==> config.mk <==
export PLATFORM = sky130hd
export DESIGN_NAME = gpu_raster_writer
export DESIGN_NICKNAME = d
export VERILOG_FILES = /design/src/rtl/gpu_raster_writer.sv
export SDC_FILE = /design/constraint.sdc
export NUM_CORES = 1
export LEC_CHECK = 0
export CAP_MARGIN = 20
export CORE_MARGIN = 2
export CORE_UTILIZATION = 30
export CTS_BUF_LIST = sky130_fd_sc_hd__clkbuf_4 sky130_fd_sc_hd__clkbuf_8 sky130_fd_sc_hd__clkbuf_16
export DETAILED_ROUTE_END_ITERATION = 16
export PLACE_DENSITY = 0.43
export SLEW_MARGIN = 10
export SYNTH_ARGS = -nofsm -noshare
export SYNTH_HDL_FRONTEND = slang
export SYNTH_SLANG_ARGS = --single-unit
==> constraint.sdc <==
create_clock -name gpu_clk_150 -period 10.2 [get_ports gpu_clk_150]
set_input_delay 2.04 -clock gpu_clk_150 [delete_from_list [all_inputs] [get_ports gpu_clk_150]]
set_output_delay 2.04 -clock gpu_clk_150 [all_outputs]
set_load 0.02 [all_outputs]
==> src/rtl/gpu_raster_writer.sv <==
// Back-buffer pixel producer: clears the frame to a background level, then fills
// queued solid rectangles, one pixel per cycle, and answers the start/done swap handshake.
module gpu_raster_writer #(
   parameter int H_RES      = 320,
   parameter int V_RES      = 240,
   parameter int FIFO_DEPTH = 4
) (
   input  logic       gpu_clk_150,
   input  logic       reset,
   input  logic       gpu_start,
   output logic       gpu_done,
   output logic [9:0] gpu_x,
   output logic [9:0] gpu_y,
   output logic [3:0] gpu_data,
   output logic       gpu_we,
   input  logic [3:0] bg_color,
   input  logic       cmd_valid,
   output logic       cmd_ready,
   input  logic [9:0] cmd_x0,
   input  logic [9:0] cmd_y0,
   input  logic [9:0] cmd_x1,
   input  logic [9:0] cmd_y1,
   input  logic [3:0] cmd_color
);
   localparam int AW = $clog2(FIFO_DEPTH);
   localparam int CW = AW + 1;
   localparam logic [9:0]    X_MAX    = 10'(H_RES - 1);
   localparam logic [9:0]    Y_MAX    = 10'(V_RES - 1);
   localparam logic [CW-1:0] FULL_CNT = CW'(FIFO_DEPTH);

   typedef struct packed {
      logic [9:0] x0;
      logic [9:0] y0;
      logic [9:0] x1;
      logic [9:0] y1;
      logic [3:0] color;
   } rect_t;

   typedef enum logic [1:0] {IDLE, CLEAR, FETCH, DRAW} state_t;

   logic r_sync1, r_sync2, r_sync_d;
   logic w_start_edge;

   rect_t         r_mem [FIFO_DEPTH];
   rect_t         w_cmd_in, w_head;
   logic [AW-1:0] r_wr_ptr, r_rd_ptr;
   logic [CW-1:0] r_count, w_count_nxt;
   logic          w_push, w_pop;
   logic [9:0]    w_clip_x1, w_clip_y1;

   state_t        r_state, w_state_nxt;
   logic [CW-1:0] r_quota, w_quota_nxt;
   logic [9:0]    r_x, r_y, r_x0, r_x1, r_y1;
   logic [9:0]    w_x_nxt, w_y_nxt, w_x0_nxt, w_x1_nxt, w_y1_nxt;
   logic [3:0]    r_color, w_color_nxt;
   logic          w_done_nxt, w_we_nxt;
   logic [9:0]    w_gx_nxt, w_gy_nxt;
   logic [3:0]    w_gdata_nxt;

   // NOTE: sequential state always uses non-blocking (<=) so every flop samples pre-edge values.
   always_ff @(posedge gpu_clk_150 or negedge reset) begin
      if (!reset) begin
         r_sync1  <= 1'b0;
         r_sync2  <= 1'b0;
         r_sync_d <= 1'b0;
      end else begin
         r_sync1  <= gpu_start;
         r_sync2  <= r_sync1;
         r_sync_d <= r_sync2;
      end
   end

   assign w_start_edge = r_sync2 & ~r_sync_d;

   assign w_cmd_in    = {cmd_x0, cmd_y0, cmd_x1, cmd_y1, cmd_color};
   assign w_head      = r_mem[r_rd_ptr];
   assign w_push      = cmd_valid & cmd_ready;
   assign w_count_nxt = r_count + CW'(w_push) - CW'(w_pop);
   assign w_clip_x1   = (w_head.x1 > X_MAX) ? X_MAX : w_head.x1;
   assign w_clip_y1   = (w_head.y1 > Y_MAX) ? Y_MAX : w_head.y1;

   // NOTE: FIFO storage is not reset; only pointers and count are, which is enough to mark it empty.
   always_ff @(posedge gpu_clk_150) begin
      if (w_push) r_mem[r_wr_ptr] <= w_cmd_in;
   end

   always_ff @(posedge gpu_clk_150 or negedge reset) begin
      if (!reset) begin
         r_wr_ptr  <= '0;
         r_rd_ptr  <= '0;
         r_count   <= '0;
         cmd_ready <= 1'b1;
      end else begin
         if (w_push) r_wr_ptr <= r_wr_ptr + AW'(1);
         if (w_pop)  r_rd_ptr <= r_rd_ptr + AW'(1);
         r_count   <= w_count_nxt;
         cmd_ready <= (w_count_nxt != FULL_CNT);
      end
   end

   // NOTE: every signal driven here gets a default first, so no path can infer a latch.
   always_comb begin
      w_state_nxt = r_state;
      w_quota_nxt = r_quota;
      w_x_nxt     = r_x;
      w_y_nxt     = r_y;
      w_x0_nxt    = r_x0;
      w_x1_nxt    = r_x1;
      w_y1_nxt    = r_y1;
      w_color_nxt = r_color;
      w_pop       = 1'b0;
      w_done_nxt  = 1'b0;
      w_we_nxt    = 1'b0;
      w_gx_nxt    = gpu_x;
      w_gy_nxt    = gpu_y;
      w_gdata_nxt = gpu_data;

      case (r_state)
         IDLE: begin
            w_done_nxt = 1'b1;
            if (w_start_edge) begin
               // Pixel (0,0) goes out on the launch cycle; the clear walk resumes at (1,0).
               w_done_nxt  = 1'b0;
               w_we_nxt    = 1'b1;
               w_gx_nxt    = '0;
               w_gy_nxt    = '0;
               w_gdata_nxt = bg_color;
               w_color_nxt = bg_color;
               w_x0_nxt    = '0;
               w_x1_nxt    = X_MAX;
               w_y1_nxt    = Y_MAX;
               w_x_nxt     = 10'd1;
               w_y_nxt     = '0;
               w_quota_nxt = r_count;
               w_state_nxt = CLEAR;
            end
         end
         CLEAR, DRAW: begin
            w_we_nxt    = 1'b1;
            w_gx_nxt    = r_x;
            w_gy_nxt    = r_y;
            w_gdata_nxt = r_color;
            if (r_x == r_x1) begin
               w_x_nxt = r_x0;
               if (r_y == r_y1) w_state_nxt = FETCH;
               else             w_y_nxt     = r_y + 10'd1;
            end else begin
               w_x_nxt = r_x + 10'd1;
            end
         end
         FETCH: begin
            if (r_quota == '0) begin
               w_state_nxt = IDLE;
            end else begin
               w_pop       = 1'b1;
               w_quota_nxt = r_quota - CW'(1);
               if ((w_head.x0 <= w_clip_x1) && (w_head.y0 <= w_clip_y1)) begin
                  w_x_nxt     = w_head.x0;
                  w_y_nxt     = w_head.y0;
                  w_x0_nxt    = w_head.x0;
                  w_x1_nxt    = w_clip_x1;
                  w_y1_nxt    = w_clip_y1;
                  w_color_nxt = w_head.color;
                  w_state_nxt = DRAW;
               end
            end
         end
         default: w_state_nxt = IDLE;
      endcase
   end

   always_ff @(posedge gpu_clk_150 or negedge reset) begin
      if (!reset) begin
         r_state  <= IDLE;
         r_quota  <= '0;
         r_x      <= '0;
         r_y      <= '0;
         r_x0     <= '0;
         r_x1     <= '0;
         r_y1     <= '0;
         r_color  <= '0;
         gpu_done <= 1'b1;
         gpu_we   <= 1'b0;
         gpu_x    <= '0;
         gpu_y    <= '0;
         gpu_data <= '0;
      end else begin
         r_state  <= w_state_nxt;
         r_quota  <= w_quota_nxt;
         r_x      <= w_x_nxt;
         r_y      <= w_y_nxt;
         r_x0     <= w_x0_nxt;
         r_x1     <= w_x1_nxt;
         r_y1     <= w_y1_nxt;
         r_color  <= w_color_nxt;
         gpu_done <= w_done_nxt;
         gpu_we   <= w_we_nxt;
         gpu_x    <= w_gx_nxt;
         gpu_y    <= w_gy_nxt;
         gpu_data <= w_gdata_nxt;
      end
   end

endmodule

==> reports/qor_table.md <==
| Quantity | This run |
|---|---|
| Worst flop-to-flop path startpoint | r_rd_ptr[0] |
| DR pass1 iterations | 4 |
| DRC | 0 |
| CTS sink count | 272 |
| Clock root buffer | clkbuf_16 |
| Worst reg2reg endpoint | r_x0[9] |
| Setup tns final | 0 ns |
| Floorplan die width | 204.2 um |
| Die Y | 204.2 um |
| Highest fanout seen on the critical path | 49 |
| Clock transition time at the flip-flop clock pins of the worst setup and hold paths | 0.05 ns |
| Netlist area before placement | 12020 um2 |
| Final period utilization | 51.72% |
| Critical path data required time | 10.61 ns |
| GR Overflow Total | 0 |
| Ranking of synthesized cells by area | edfxtp_1 (44%), dfrtp_1 (20%), mux4_2 (6.2%) |
| Mean Syn Cell Area | 15.01 um2 |
| Initial cell density of the core | 30.32% |
| Flip-flop cell with the highest count after synthesis | edfxtp_1 |
| Worst Max-Slew Pin Slew | 0.9466 ns |
| Number of buffers inserted during clock tree synthesis | 35 |
| Register-to-register setup slack | 4.92 ns |
| Avg Vias per Cell | 4.798 |
| Post-cts hold buffer count | 0 |
| Worst setup EP type | flop |
| Sequential area share after synthesis | 63.98% |
| Endpoint with the worst hold slack | r_sync2 |
| Final core occ | 36.45% |
| Achievable Freq | 189.6 MHz |
| Die Outline Area | 41680 um2 |
| Ys async rst share | 35.29% |
| Post-route clock skew | 0.02472 ns |
| Worst R2R Path Depth | 12 |
| Worst path bufs/invs | 1 |
| Startpoint of the tightest hold check path | r_sync1 |
| Leading area contributor after synthesis | edfxtp_1 |
| Data arrival time of the critical path | 5.68 ns |
| Top-area cell type share of the netlist area | 43.97% |
| Number of DRC markers after the initial detailed-route iteration | 435 |
| Number of different library cells in the post-synthesis netlist | 71 |
| Post-CTS Repair Setup Buffers | 0 |
| Static leakage | 5.139 nW |
| VDD IR max | 0.1113 mV |
| Number of flops mapped to enable cells by yosys | 176 |
| Post-synthesis to final-layout area growth | 20.21% |
| Cell at the slowest stage of the critical path | o22a_1 |
| Number of warnings issued by yosys | 0 |
| Top-Level Pins | 79 |
| Number of nets with antenna violations after detailed routing | 0 |
| Overall Global Routing Usage | 14.18% |
| Number of global-route vias before repair | 7117 |
| Maximum root-to-sink buffer count | 3 |
| Final number of hold-violating endpoints | 0 |
| Layout Cells excl Fill | 1439 |
| Unrepaired setup endpoints after global routing | false |
| Clock tree from TritonCTS | yes |
| First-pass GRT wire length | 44720 um |
| Antenna cell count | 0 |
| Worst-Skew Late Latency | 0.53 ns |
| Detailed-route wire length | 28740 um |
| Port buffer count | 78 |
| Classification of the worst setup path | flop to flop |
| Power density over the cells | 227.1 nW/um2 |
| CP cell instances | buf_4 -> mux4_1 -> o21ai_0 -> nand2_1 -> nor2_1 -> ha_1 -> a21oi_1 -> o21ai_1 -> a2111oi_2 -> o22a_1 -> o21a_2 -> mux2_2 |
| Floorplan Core Area | 39640 um2 |
| Number of nets in the layout | 971 |
| Min-Delay Path Class | flop to flop |
| Worst path top cell family by delay | compound AO/OA/AOI/OAI gates |
| Status | finished clean |
| Initial antenna violation count | 0 |
| Number of stages on the worst hold path | 0 |
| Number of resized instances in the post-cts repair step | 0 |
| Routability-driven placement congestion ratio | 0.7703 |
| WL/cell | 19.97 um |
| Critical path's largest stage delay | 0.80 ns |
| Critical Path Source Type | flop |
| Max_slew headroom | 36.55% |
| H-tree depth reported by CTS | 2 |
| Post-synthesis sequential element count | 272 |
| Number of cells produced by synthesis | 801 |
| Std-Cell Rows | 73 |
| Number of placed instances with taps included | 1376 |
| Maximum number of pins on one net before global-route repair | 50 |
| Number of vias in the routed layout | 6905 |
| Max-slew violation total from the final report | 0 |
| Post-DP HPWL | 18550 um |
| Final Critical Period | 5.276 ns |
| Fraction of layout cells with a size suffix above 1 | 17.07% |
| Total of max-cap violations | 0 |
| Final setup viols | 0 |
## cells by family (layout without fill, tap and decap cells)
kind of cell / Yosys count / after routing / share of synthesized area (%)
other: 1 / 3 / 0.03120
AOI/OAI and AO/OA: 107 / 107 / 7.173
and+or+nand+nor: 205 / 205 / 8.786
DFF: 272 / 272 / 63.98
xor gates and xnor gates: 36 / 36 / 2.748
muxes: 70 / 70 / 10.50
buffers and inverters: 79 / 190 / 3.487
adders and majority gates: 31 / 31 / 3.290
## worst max path at each step
stage,end,cells after the start,slack [ns],start
3_3_place_gp,r_x0[9],12,4.89,r_rd_ptr[0]
4_1_cts,r_y1[4],12,4.84,r_rd_ptr[0]
2_1_floorplan,r_y[4],13,6.60,r_rd_ptr[0]
3_5_place_dp,r_x0[9],12,4.87,r_rd_ptr[0]
5_1_grt,r_x0[9],12,4.35,r_rd_ptr[0]
6_report,r_x0[9],12,4.92,r_rd_ptr[0]
## cells in the mapped netlist, types with 7 or more instances
master    instances
edfxtp_1        176
clkbuf_1         19
xor2_1           16
mux2_2           14
dfrtp_1          94
buf_2             9
a22o_1           14
buf_6            11
nand2_1          57
ha_1             30
mux4_2           33
o22a_1            8
nor2_1           41
a311oi_1          9
o311ai_0          8
nand3_1          25
a21oi_1           7
nand4_1          15
mux4_1            8
mux2i_1          14
xnor2_1          18
nor3_1           22
inv_1            32
o21ai_0          18
## flip-flops by register name, indices dropped and copies added (netlist names), 4 cells and up
name and flops:
gpu_data 4, gpu_x 10, gpu_y 10, r_color 4
r_mem 176, r_x 10, r_x0 10, r_x1 10
r_y 10, r_y1 10
## placed cells by master (no fill, tap or decap), types with 6 or more instances in the layout
cell,netlist,layout
a221o_1,6,6
mux4_1,8,8
nand2_1,57,57
clkinv_2,0,7
mux2_2,14,14
a21oi_1,7,7
buf_4,6,17
nand4_1,15,15
mux4_2,33,33
a22o_1,14,14
xnor2_1,18,18
a311oi_1,9,9
mux2i_1,14,14
inv_1,32,32
nand3_1,25,25
nor2_1,41,40
edfxtp_1,176,176
o311ai_0,8,8
o21ai_0,18,18
dfrtp_1,94,91
ha_1,30,30
nor3_1,22,22
clkbuf_4,1,9
o22a_1,8,8
xor2_1,16,16
clkbuf_16,0,35
o22ai_1,6,6
clkdlybuf4s50_1,0,77
## per-layer routing
metal	wire, um	vias to the layer above	share of wire, %	global-route usage (%)
met4	545	0	1.9	3.960
li1	-	3258	-	-
met3	1128	35	3.9	2.567
met2	12470	129	43	20.99
met1	14590	3483	51	21.23
met5	0	-	0	0
## through the flow
step	instance area, um2	power (mW)	worst slack, ns	hold slack [ns]
2_1_floorplan	12030	1.883	6.596	0.3312
3_3_place_gp	13310	2.116	4.885	0.3529
3_5_place_dp	13310	2.117	4.868	0.3435
4_1_cts	14450	3.346	4.842	0.3510
5_1_grt	14450	3.457	4.348	0.3683
6_report	14450	3.281	4.924	0.3483
## cell type report
cell class	count	area, um2
clock inverter	17	170.2
sequential	272	7694
multi-input combinational	452	3931
clock buffer	46	970.9
fill	3843	25190
timing repair buffer	94	898.4
inverter	33	126.4
tap	525	656.9
## where the power goes
group / switching [mW] / internal (mW) / total [mW]
clock: 0.476 / 0.728 / 1.20
sequential: 0.104 / 1.40 / 1.51
combinational: 0.324 / 0.246 / 0.570
## worst reg2reg max path, cell delays in order (launching register included)
cell	delay, ns
dfrtp_2	0.34
buf_4	0.71
mux4_1	0.71
o21ai_0	0.20
nand2_1	0.16
nor2_1	0.18
ha_1	0.27
a21oi_1	0.17
o21ai_1	0.12
a2111oi_2	0.47
o22a_1	0.80
o21a_2	0.63
mux2_2	0.41
No activity file was read; power rests on OpenSTA's default activity.
